<file path="src/rtl/dump_ctrl.sv">
// rtl/dump_ctrl.sv - trace RAM dump sequencer feeding the UART response path (optional abort: DUMP_ABORT_EN)
module dump_ctrl (
    input  logic       clk,
    input  logic       rst_n,
    input  logic       dump_start,
    input  logic [1:0] dump_ch,
    input  logic [8:0] trace_end,
`ifdef DUMP_ABORT_EN
    input  logic       dump_abort,
`endif
    output logic       en,
    output logic [8:0] addr,
    input  logic [7:0] ch1_rdata,
    input  logic [7:0] ch2_rdata,
    input  logic [7:0] ch3_rdata,
    output logic [7:0] resp_data,
    output logic       send_resp,
    input  logic       resp_sent,
    output logic       dump_busy,
    output logic       dump_done
);

    typedef enum logic [2:0] {
        S_IDLE  = 3'd0,
        S_RD    = 3'd1,
        S_LATCH = 3'd2,
        S_SEND  = 3'd3,
        S_WAIT  = 3'd4,
        S_DONE  = 3'd5
    } state_t;

    localparam logic [9:0] LAST_BYTE = 10'd511;

    state_t     state_q, state_d;
    logic [1:0] ch_q, ch_d;
    logic [8:0] rd_addr_q, rd_addr_d;
    logic [9:0] byte_cnt_q, byte_cnt_d;
    logic [7:0] resp_data_q, resp_data_d;
    logic [7:0] sel_rdata;

    // Pick the RAM data of the channel latched at dump acceptance
    always_comb begin
        sel_rdata = ch3_rdata;
        case (ch_q)
            2'b00:   sel_rdata = ch1_rdata;
            2'b01:   sel_rdata = ch2_rdata;
            default: sel_rdata = ch3_rdata;
        endcase
    end

    // Next-state and datapath updates; outputs are decoded from state below
    always_comb begin
        state_d     = state_q;
        ch_d        = ch_q;
        rd_addr_d   = rd_addr_q;
        byte_cnt_d  = byte_cnt_q;
        resp_data_d = resp_data_q;
        case (state_q)
            S_IDLE: begin
                if (dump_start) begin
                    if (dump_ch == 2'b11) begin
                        state_d = S_DONE;
                    end else begin
                        ch_d       = dump_ch;
                        rd_addr_d  = trace_end + 9'd1;
                        byte_cnt_d = 10'd0;
                        state_d    = S_RD;
                    end
                end
            end
            S_RD:    state_d = S_LATCH;
            S_LATCH: begin
                resp_data_d = sel_rdata;
                state_d     = S_SEND;
            end
            S_SEND:  state_d = S_WAIT;
            S_WAIT: begin
                if (resp_sent) begin
                    if (byte_cnt_q == LAST_BYTE) begin
                        state_d = S_DONE;
                    end else begin
                        byte_cnt_d = byte_cnt_q + 10'd1;
                        rd_addr_d  = rd_addr_q + 9'd1;
                        state_d    = S_RD;
                    end
                end
            end
            S_DONE:  state_d = S_IDLE;
            default: state_d = S_IDLE;
        endcase
`ifdef DUMP_ABORT_EN
        if (dump_abort && (state_q == S_RD || state_q == S_LATCH ||
                           state_q == S_SEND || state_q == S_WAIT)) begin
            state_d = S_DONE;
        end
`endif
    end

    // State and datapath registers; reset abandons any transfer in flight
    always_ff @(posedge clk or negedge rst_n) begin
        if (!rst_n) begin
            state_q     <= S_IDLE;
            ch_q        <= 2'b00;
            rd_addr_q   <= 9'd0;
            byte_cnt_q  <= 10'd0;
            resp_data_q <= 8'd0;
        end else begin
            state_q     <= state_d;
            ch_q        <= ch_d;
            rd_addr_q   <= rd_addr_d;
            byte_cnt_q  <= byte_cnt_d;
            resp_data_q <= resp_data_d;
        end
    end

    // Strobes decode straight from state so reset clears them without a clock
    always_comb begin
        en        = (state_q == S_RD);
        addr      = (state_q == S_RD) ? rd_addr_q : 9'd0;
        send_resp = (state_q == S_SEND);
        dump_busy = (state_q != S_IDLE);
        dump_done = (state_q == S_DONE);
        resp_data = resp_data_q;
    end

endmodule
</file>
<file path="config.mk">
export PLATFORM = sky130hd
export DESIGN_NAME = dump_ctrl
export DESIGN_NICKNAME = d
export VERILOG_FILES = /design/src/rtl/dump_ctrl.sv
export SDC_FILE = /design/constraint.sdc
export NUM_CORES = 1
export LEC_CHECK = 0
export ABC_AREA = 1
export BUFFER_PORTS_ARGS = -buffer_cell sky130_fd_sc_hd__buf_2
export CAP_MARGIN = 40
export CELL_PAD_IN_SITES_DETAIL_PLACEMENT = 1
export CELL_PAD_IN_SITES_GLOBAL_PLACEMENT = 1
export CORE_ASPECT_RATIO = 1.4
export CORE_MARGIN = 2
export CORE_UTILIZATION = 37
export CTS_BUF_LIST = sky130_fd_sc_hd__clkbuf_4
export DETAILED_ROUTE_END_ITERATION = 10
export HOLD_SLACK_MARGIN = 0.15
export PLACE_DENSITY_LB_ADDON = 0.1
export SLEW_MARGIN = 10
export SYNTH_ARGS = -nofsm -noshare
export SYNTH_HDL_FRONTEND = slang
export SYNTH_SLANG_ARGS = --single-unit
</file>
<file path="constraint.sdc">
create_clock -name clk -period 1.87 [get_ports clk]
set_input_delay 0.0935 -clock clk [delete_from_list [all_inputs] [get_ports clk]]
set_output_delay 0.0935 -clock clk [all_outputs]
set_load 0.05 [all_outputs]
</file>
==> out/qor.csv, run 1 <==
stage,metric,value,unit
status,status,"finished, final reports clean",
layout,Inserted Diodes,0,
sta,Worst Tran Pin Value,0.785,ns
grt,largest net degree at the start of global routing,33,
logic_synthesis,Synth Area in Simple Gates,0.373,
clock_network,Skew-Pair Late Insertion Delay,0.33,ns
logic_synthesis,Post-Synth Adder-Cell Area,0.0122,
grt,vias in the first global route,2490,
sta,"Worst Setup Slack, final",0.0333,ns
clock_network,Root Driver,clkbuf_4,
sta,Fmax,0.544,GHz
routing,vias,2325,
clock_network,worst-case clock buffer depth,2,
layout,layout cells sized above 1,0.306,
pwr,power per cell area,1450,nW/µm²
clock_network,CTS Sinks,32,
sta,final hold slack,0.176,ns
routing,Residual DRC,0,
floorplan,# rows,32,
run,max-cap violations,0,
clock_network,Clock Pin Slew Worst Setup and Hold Paths,0.11,ns
placement,Setup WS pre-CTS,0.0565,ns
logic_synthesis,XOR/XNOR Fraction of Synth Area,0.0171,
pwr,total power draw,4.33,mW
routing,DRT antenna net count,0,
sta,Final Skew,0.00503,ns
critical_path,Critical Path Fanout Max,5,
sta,endpoints failing setup,0,
floorplan,Initial Utilization,0.377,
logic_synthesis,Mapped Area,2050,µm²
clock_network,# H-tree levels,2,
floorplan,Die Area,6170,µm²
logic_synthesis,Compound-Gate Fraction of Synth Area,0.105,
routing,vias per inst,5.01,
clock_network,TritonCTS clock tree,yes,
logic_synthesis,post-synthesis cell count,288,
logic_synthesis,Mapped Avg Cell Area,7.12,µm²
routing,Pre-antenna DRT Iters,6,
floorplan,Std-Cell Core Area,5450,µm²
logic_synthesis,Synth Register Bits,32,
grt,GR Overflow Total,0,
sta,Worst slew margin,0.476,
logic_synthesis,post-synthesis sequential area ratio,0.390,
logic_synthesis,mux cell area share after synthesis,0,
sta,Max Slew Vio Count,0,
critical_path,Crit Path Class,reg -> out,
routing,DRT Wirelength,7300,µm
pwr,Leakage,1.48,nW
floorplan,Die Y-Extent,92.1,µm
critical_path,CP required,1.78,ns
logic_synthesis,Synth cell types,32,
grt,initial antenna violation count,0,
layout,fin nets,436,
pwr,Internal,1.93,mW
sta,post-route minimum period,1.84,ns
pwr,Sw Share,0.554,
layout,Layout area overhead,45.9,%
pwr,VDD IR max,0.588,mV
pwr,clock group share of total power,0.090,
critical_path,CP arrival,1.74,ns
placement,GP Congestion,0.822,
placement,count of port buffers added during placement,59,
pwr,Seq pwr share,0.269,
critical_path,reg-to-reg setup timing slack,0.11,ns
critical_path,CP endpoint kind,primary output,
critical_path,crit start category,register,
hold_path,min-delay worst type,in -> reg,
grt,first-pass GRT wire length,11600,µm
grt,Global Route Usage Sum,0.244,
routing,DR iter-0 viols,74,
logic_synthesis,Mapped Nets,329,
placement,post-DP HPWL,4790,µm
floorplan,I/O pin count,60,
clock_network,Num CTS Buffers,5,
pwr,Sw Pwr,2.40,mW
sta,endpoints failing hold,0,
pwr,Logic pwr share,0.641,
routing,routed len/inst,15.7,µm
logic_synthesis,synth warn,0,
sta,Tcrit/Tclk final,0.982,
floorplan,Chip Width,66.9,µm
logic_synthesis,main combinational cell family by area after synthesis,simple AND/OR/NAND/NOR gates,
-- area by class of cell --
cell class	count	area, µm²
flip-flops and latches	32	802
multi-input cells	208	1120
clock inverters	3	13.8
repair inverters	1	8.76
repair buffers	109	773
inverters	38	150
well taps	68	85.1
clock buffers	5	37.5
fillers	713	2450
-- placed cells by master, fill, tap and decap left out, types with 6 or more instances in the layout --
cell type,instances
o21ai_0,10
buf_2,50
buf_4,25
dfrtp_1,31
nor2_1,15
a32oi_1,7
nand3_1,32
clkbuf_4,8
nor2_2,7
nand2_1,83
dlygate4sd3_1,29
nand3_2,6
inv_1,33
a21oi_1,12
nor2_4,8
-- through the flow --
step           utilization  setup TNS, ns  cell area (µm²)  instances
2_1_floorplan            -         -0.252             2140        288
3_3_place_gp         0.471              0             2570        421
3_5_place_dp         0.471              0             2570        421
4_1_cts              0.540              0             2940        460
5_1_grt              0.550         -0.111             2990        464
6_report             0.550              0             2990        464
-- worst paths after layout --
path | startpoint | cells past startpoint | endpoint
worst max-delay path | state_q[2] | 6 | addr[0]
worst min-delay path | trace_end[3] | 6 | rd_addr_q[3]
worst max register to register | state_q[1] | 9 | byte_cnt_q[9]
worst min register to register | rd_addr_q[8] | 2 | rd_addr_q[8]
max in group asynchronous | rst_n | 2 | state_q[2]
min in group asynchronous | rst_n | 2 | resp_data[4]
-- sequential cells by signal, summed over array words and instances, names as in the netlist --
signal	cells
byte_cnt_q	10
rd_addr_q	9
resp_data	8
state_q	3
ch_q	2
-- cells in the mapped netlist --
| cell | n | share of area |
|---|---|---|
| buf_6 | 2 | 0.011 |
| clkbuf_1 | 4 | 0.0073 |
| nor2_1 | 27 | 0.049 |
| or2_4 | 1 | 0.0043 |
| nand2_1 | 83 | 0.15 |
| dfrtp_1 | 32 | 0.39 |
| xor2_1 | 3 | 0.013 |
| o21ai_1 | 1 | 0.0024 |
| nand2_2 | 1 | 0.0031 |
| nor3_1 | 5 | 0.012 |
| clkinv_1 | 3 | 0.0055 |
| a21oi_1 | 12 | 0.029 |
| nand2_4 | 1 | 0.0055 |
| buf_2 | 1 | 0.0024 |
| nand3b_1 | 3 | 0.011 |
| nand4_1 | 3 | 0.0091 |
| a32oi_1 | 7 | 0.030 |
| o21ai_0 | 10 | 0.024 |
| nand3_2 | 6 | 0.029 |
| inv_2 | 1 | 0.0018 |
| xnor2_1 | 1 | 0.0043 |
| o21ai_2 | 3 | 0.013 |
| ha_1 | 2 | 0.012 |
| nand3_1 | 32 | 0.078 |
| nor2_2 | 2 | 0.0061 |
| inv_4 | 1 | 0.0031 |
| a31oi_1 | 1 | 0.0031 |
| buf_4 | 3 | 0.011 |
| o21a_1 | 1 | 0.0037 |
| nor3b_1 | 2 | 0.0073 |
| nor2_4 | 1 | 0.0055 |
| inv_1 | 33 | 0.060 |
-- power groups by stage --
stage / clock network, mW / registers [mW] / logic, mW
floorplan: 0 / 1.39 / 1.64
detailed placement: 0 / 1.17 / 2.54
CTS: 0.412 / 1.15 / 2.66
global route: 0.442 / 1.19 / 3.01
global placement: 0 / 1.16 / 2.48
finish: 0.391 / 1.16 / 2.78
-- timing repair --
item                       4_1_cts  5_1_grt
pin swaps                        1        1
setup endpoints to repair        9       19
gates cloned                     1        0
hold buffers                    29        0
gates resized for setup          8        8
setup buffers                    1        4
hold endpoints to repair        43        0
-- worst max-delay path, stage by stage (launching register included) --
cell and delay, ns:
dfrtp_2 0.44, buf_4 0.16, nor3_4 0.28, buf_6 0.16, clkinv_4 0.09, nor2_4 0.09
buf_4 0.20
-- per-layer routing --
layer / vias to the layer above / wire length, µm / global-route usage
met1: 1106 / 2920 / 0.266
met4: 0 / 64 / 0.0493
met5: - / 0 / 0
met2: 68 / 4020 / 0.479
met3: 6 / 302 / 0.0368
li1: 1145 / - / -
-- cell families after synthesis --
logic type / after synthesis
fa+ha+maj: 2
simple gates: 167
xor+xnor: 4
flops: 32
buf+inv: 48
compound gates: 35
(Power assumes the default switching activity.)
==> run 2: changes to the inputs <==
--- a/config.mk
+++ b/config.mk
@@ -12,8 +12,7 @@
 export CELL_PAD_IN_SITES_GLOBAL_PLACEMENT = 1
 export CORE_ASPECT_RATIO = 1.4
 export CORE_MARGIN = 2
-export CORE_UTILIZATION = 37
-export CTS_BUF_LIST = sky130_fd_sc_hd__clkbuf_4
+export CORE_UTILIZATION = 36
 export DETAILED_ROUTE_END_ITERATION = 10
 export HOLD_SLACK_MARGIN = 0.15
 export PLACE_DENSITY_LB_ADDON = 0.1
==> run 2 against run 1 <==
Against the previous run: setup slack improved by 0.042 ns; register-to-register slack improved by 0.04 ns; first-iteration DRC count is 19% lower; die area is 2.6% higher; sequential power is 3% lower.
==> out/qor.csv, run 2 (same netlist as run 1, synthesis figures left out) <==
stage,metric,value,unit
critical_path,crit start category,register,
layout,layout cells sized above 1,0.318,
grt,GR Overflow Total,0,
placement,placed cells,419,
pwr,Sw Share,0.520,
clock_network,worst-case clock buffer depth,2,
routing,DRT Wirelength,6660,µm
pwr,clock group share of total power,0.147,
routing,vias,2253,
layout,most flop-heavy register,byte_cnt_q,
floorplan,# rows,32,
grt,Global Route Usage Sum,0.220,
run,max-cap violations,0,
sta,endpoints failing setup,0,
clock_network,Num CTS Buffers,5,
floorplan,Chip Width,67.8,µm
sta,Tcrit/Tclk final,0.960,
critical_path,Critical Path Fanout Max,7,
hold_path,min-delay worst type,in -> reg,
sta,Final Skew,0.00708,ns
sta,"Worst Setup Slack, final",0.0751,ns
layout,most frequent cells in the layout,"nand2_1, buf_2, inv_1, nand3_1, dfrtp_1",
routing,routed len/inst,14.6,µm
floorplan,Initial Utilization,0.371,
layout,max FFs per register,10,
layout,"commonest non-fill, non-tap cell in the layout",nand2_1,
routing,Residual DRC,0,
layout,Inserted Diodes,0,
sta,Fmax,0.557,GHz
sta,post-route minimum period,1.79,ns
clock_network,# H-tree levels,2,
floorplan,Std-Cell Core Area,5530,µm²
clock_network,Skew-Pair Late Insertion Delay,0.28,ns
layout,fin nets,427,
pwr,power per cell area,1520,nW/µm²
sta,endpoints failing hold,0,
grt,first-pass GRT wire length,10600,µm
routing,DRT antenna net count,0,
placement,Setup WS pre-CTS,0.0419,ns
clock_network,CTS Sinks,32,
sta,Worst slew margin,0.494,
floorplan,I/O pin count,60,
routing,vias per inst,4.95,
floorplan,Die Y-Extent,93.3,µm
placement,count of port buffers added during placement,59,
critical_path,Crit Path Class,reg -> out,
layout,# fillers,732,
grt,largest net degree at the start of global routing,33,
critical_path,CP arrival,1.70,ns
clock_network,TritonCTS clock tree,yes,
status,status,"finished, final reports clean",
layout,final cell count without fillers,455,
layout,Layout area overhead,44.0,%
routing,Pre-antenna DRT Iters,4,
routing,DR iter-0 viols,60,
grt,vias in the first global route,2295,
pwr,Internal,2.16,mW
critical_path,CP endpoint kind,primary output,
pwr,Leakage,1.46,nW
pwr,VDD IR max,0.525,mV
pwr,Sw Pwr,2.34,mW
pwr,Logic pwr share,0.605,
placement,GP Congestion,0.836,
floorplan,Die Area,6330,µm²
clock_network,Root Driver,clkbuf_8,
grt,initial antenna violation count,0,
clock_network,Clock Pin Slew Worst Setup and Hold Paths,0.07,ns
pwr,Seq pwr share,0.248,
sta,Max Slew Vio Count,0,
placement,post-DP HPWL,4560,µm
sta,Worst Tran Pin Value,0.759,ns
critical_path,CP required,1.78,ns
[run 2: cell types whose count changed in the layout (fill, tap and decap cells not counted), sizes merged]
cell         change
buf              +2
bufinv           +1
clkinv           -2
dlygate4sd3     -10
[run 2: worst max-delay path, stage by stage, from the launching register on]
cell and delay [ns]:
dfrtp_2 0.47, buf_4 0.18, nor3_4 0.17, buf_4 0.16, clkinv_4 0.09, nor2_4 0.08, buf_2 0.26
[run 2: worst paths after layout]
| path | start | cells past startpoint | to | slack, ns |
|---|---|---|---|---|
| setup / recovery | state_q[2] | 6 | addr[3] | 0.08 |
| hold / removal | ch3_rdata[6] | 4 | resp_data[6] | 0.16 |
| setup reg to reg | state_q[1] | 10 | byte_cnt_q[3] | 0.15 |
| hold reg to reg | rd_addr_q[8] | 2 | rd_addr_q[8] | 0.49 |
| max in group asynchronous | rst_n | 2 | state_q[2] | 0.89 |
| min in group asynchronous | rst_n | 2 | resp_data[5] | 0.45 |
[run 2: power groups by stage]
| stage | combinational [mW] | clock (mW) | sequential, mW |
|---|---|---|---|
| floorplan | 1.64 | 0 | 1.39 |
| global placement | 2.53 | 0 | 1.13 |
| detailed placement | 2.57 | 0 | 1.14 |
| CTS | 2.66 | 0.684 | 1.13 |
| global route | 2.98 | 0.712 | 1.15 |
| finish | 2.72 | 0.662 | 1.12 |
[run 2: metal layers]
metal / track usage / routed length [µm]
met1: 0.241 / 2650
met2: 0.425 / 3620
met3: 0.0325 / 289
met4: 0.0550 / 103
met5: 0 / 0
[run 2: layout make-up]
type | instances | area, µm² | share of cell area
sequential | 32 | 802 | 0.271
timing repair inverter | 1 | 8.76 | 0.00296
multi-input combinational | 208 | 1130 | 0.384
tap | 68 | 85.1 | 0.0288
timing repair buffer | 100 | 667 | 0.226
inverter | 38 | 150 | 0.0508
clock buffer | 6 | 72.6 | 0.0246
clock inverter | 2 | 35.0 | 0.0119
[run 2: per-stage QoR]
step	utilization	TNS, ns	total power, mW	area [µm²]	hold WS, ns
final	0.535	0	4.50	2960	0.161
after global routing	0.535	-0.0706	4.84	2960	0.180
after CTS	0.520	0	4.47	2870	0.162
after detailed placement	0.462	0	3.70	2550	0.213
after global placement	0.462	0	3.65	2550	0.206
after floorplan	-	-0.252	3.03	2140	-0.202
[run 2: timing repair]
item | CTS | global route
hold endpoints to repair | 42 | 0
hold buffers | 19 | 0
buffers inserted | 2 | 6
setup endpoints to repair | 9 | 31
gates resized for setup | 2 | 15
pin swaps | 1 | 1
gates cloned | 1 | 0
==> run 3: changes to the inputs <==
--- a/config.mk
+++ b/config.mk
@@ -12,7 +12,7 @@
 export CELL_PAD_IN_SITES_GLOBAL_PLACEMENT = 1
 export CORE_ASPECT_RATIO = 1.4
 export CORE_MARGIN = 2
-export CORE_UTILIZATION = 36
+export CORE_UTILIZATION = 35
 export DETAILED_ROUTE_END_ITERATION = 10
 export HOLD_SLACK_MARGIN = 0.15
 export PLACE_DENSITY_LB_ADDON = 0.1
==> run 3 against run 2 <==
Against the previous run: global-route usage shrank 1.2 points; clock power grew 13%; worst hold slack lost 0.0034 ns; critical path depth shrank 1; combinational power is essentially flat; core utilization shrank 2.6 points; non-clock buffer count shrank 6; sequential cell count is the same; fmax is essentially flat; largest power group unchanged.
==> out/qor.csv, run 3 (same netlist as run 1, synthesis figures left out) <==
stage,metric,value,unit
clock_network,# H-tree levels,2,
layout,most flop-heavy register,byte_cnt_q,
pwr,Leakage,1.45,nW
run,max-cap violations,0,
routing,Residual DRC,0,
layout,Layout area overhead,43.2,%
sta,final hold slack,0.158,ns
critical_path,reg2reg end,rd_addr_q[1],
sta,Final Skew,0.00845,ns
sta,endpoints failing hold,0,
grt,GR Overflow Total,0,
floorplan,Chip Width,68.7,µm
critical_path,Crit Path Class,reg -> out,
placement,count of port buffers added during placement,59,
layout,max FFs per register,10,
critical_path,Critical Path Source,state_q[2],
grt,initial antenna violation count,0,
pwr,VDD IR max,0.645,mV
sta,post-route minimum period,1.79,ns
critical_path,Worst R2R Start,state_q[1],
critical_path,Reg2Reg Depth,11,
grt,first-pass GRT wire length,10100,µm
floorplan,Die Area,6500,µm²
hold_path,hold endpoint,resp_data[0],
sta,endpoints failing setup,0,
critical_path,Critical Path Fanout Max,5,
sta,Max Slew Vio Count,0,
routing,vias,2258,
routing,vias per inst,5.01,
floorplan,I/O pin count,60,
clock_network,Root Driver,clkbuf_8,
grt,vias in the first global route,2292,
floorplan,Std-Cell Core Area,5780,µm²
status,status,"finished, final reports clean",
clock_network,Clock Pin Slew Worst Setup and Hold Paths,0.07,ns
floorplan,# rows,33,
sta,Worst Tran Pin Value,0.758,ns
clock_network,TritonCTS clock tree,yes,
placement,post-DP HPWL,4570,µm
critical_path,reg-to-reg setup timing slack,0.18,ns
routing,routed len/inst,14.2,µm
floorplan,Initial Utilization,0.355,
hold_path,hold-critical path depth,3,
layout,Inserted Diodes,0,
hold_path,Hold Startpoint,ch3_rdata[0],
grt,Global Route Usage Sum,0.208,
hold_path,min-delay worst type,in -> reg,
layout,fin nets,421,
layout,layout cells sized above 1,0.307,
critical_path,CP arrival,1.70,ns
floorplan,Die Y-Extent,94.6,µm
pwr,power per cell area,1550,nW/µm²
routing,Pre-antenna DRT Iters,4,
placement,placed cell area,2570,µm²
sta,"Worst Setup Slack, final",0.0759,ns
placement,Setup WS pre-CTS,-0.00103,ns
clock_network,Num CTS Buffers,5,
layout,fin area,2940,µm²
routing,DRT antenna net count,0,
layout,"commonest non-fill, non-tap cell in the layout",nand2_1,
grt,largest net degree at the start of global routing,33,
sta,Fmax,0.557,GHz
clock_network,Skew-Pair Late Insertion Delay,0.29,ns
sta,Worst slew margin,0.495,
clock_network,CTS Sinks,32,
placement,GP Congestion,0.779,
critical_path,CP required,1.78,ns
clock_network,worst-case clock buffer depth,2,
sta,Tcrit/Tclk final,0.959,
routing,DRT Wirelength,6420,µm
layout,most frequent cells in the layout,"nand2_1, buf_2, inv_1, nand3_1, dfrtp_1",
critical_path,crit start category,register,
routing,DR iter-0 viols,42,
critical_path,CP endpoint kind,primary output,
-- run 3: cell count changes in the layout (fill, tap and decap cells not counted), moves of 2 or more --
cell	previous run	this run
clkbuf_8	5	7
nor2_2	4	6
buf_4	24	20
nor2_4	10	8
buf_2	54	50
-- run 3: worst max-delay path by stage --
| stage | end | slack (ns) | depth (start not counted) |
|---|---|---|---|
| 5_1_grt | addr[0] | -0.005 | 5 |
| 6_report | addr[0] | 0.08 | 5 |
| 4_1_cts | addr[1] | 0.06 | 5 |
| 3_5_place_dp | rd_addr_q[8] | -0.001 | 9 |
| 3_3_place_gp | rd_addr_q[6] | 0.11 | 9 |
| 2_1_floorplan | addr[7] | -0.13 | 4 |
-- run 3: power breakdown --
| part | internal, mW | switching [mW] |
|---|---|---|
| registers | 0.944 | 0.161 |
| clock network | 0.471 | 0.278 |
| logic | 0.831 | 1.88 |
-- run 3: stage by stage --
step                      power (mW)  cells  TNS [ns]   util
after floorplan                 3.03    288    -0.252      -
after global placement          3.69    421         0  0.444
after detailed placement        3.73    421  -0.00103  0.444
after CTS                       4.60    451         0  0.506
after global routing            4.89    451  -0.00540  0.508
final                           4.56    451         0  0.508
-- run 3: what timing repair did --
item                                    in CTS  in global routing
hold buffers                                19                  0
pin swaps                                    1                  0
cloned                                       1                  0
resized for setup                            9                  6
hold endpoints to repair                    42                  0
endpoints found under the setup margin      11                 12
buffers inserted                             2                  0
-- run 3: layer usage --
| metal | vias up | global-route usage | routed length, µm |
|---|---|---|---|
| met5 | - | 0 | 0 |
| met4 | 0 | 0.0850 | 157 |
| met3 | 14 | 0.0322 | 297 |
| met2 | 63 | 0.403 | 3390 |
| met1 | 1067 | 0.210 | 2570 |
| li1 | 1114 | - | - |
-- run 3: critical path: stages, from the launching register on --
cell,delay (ns)
dfrtp_2,0.43
buf_4,0.16
nor3_4,0.30
clkinv_4,0.17
nor2_4,0.12
clkbuf_4,0.24
-- run 3: layout make-up --
class | instances | area, µm²
multi-input combinational | 208 | 1120
clock buffer | 7 | 96.3
timing repair buffer | 94 | 644
sequential | 32 | 802
tap | 70 | 87.6
timing repair inverter | 1 | 8.76
fill | 724 | 2840
clock inverter | 1 | 30.0
inverter | 38 | 150
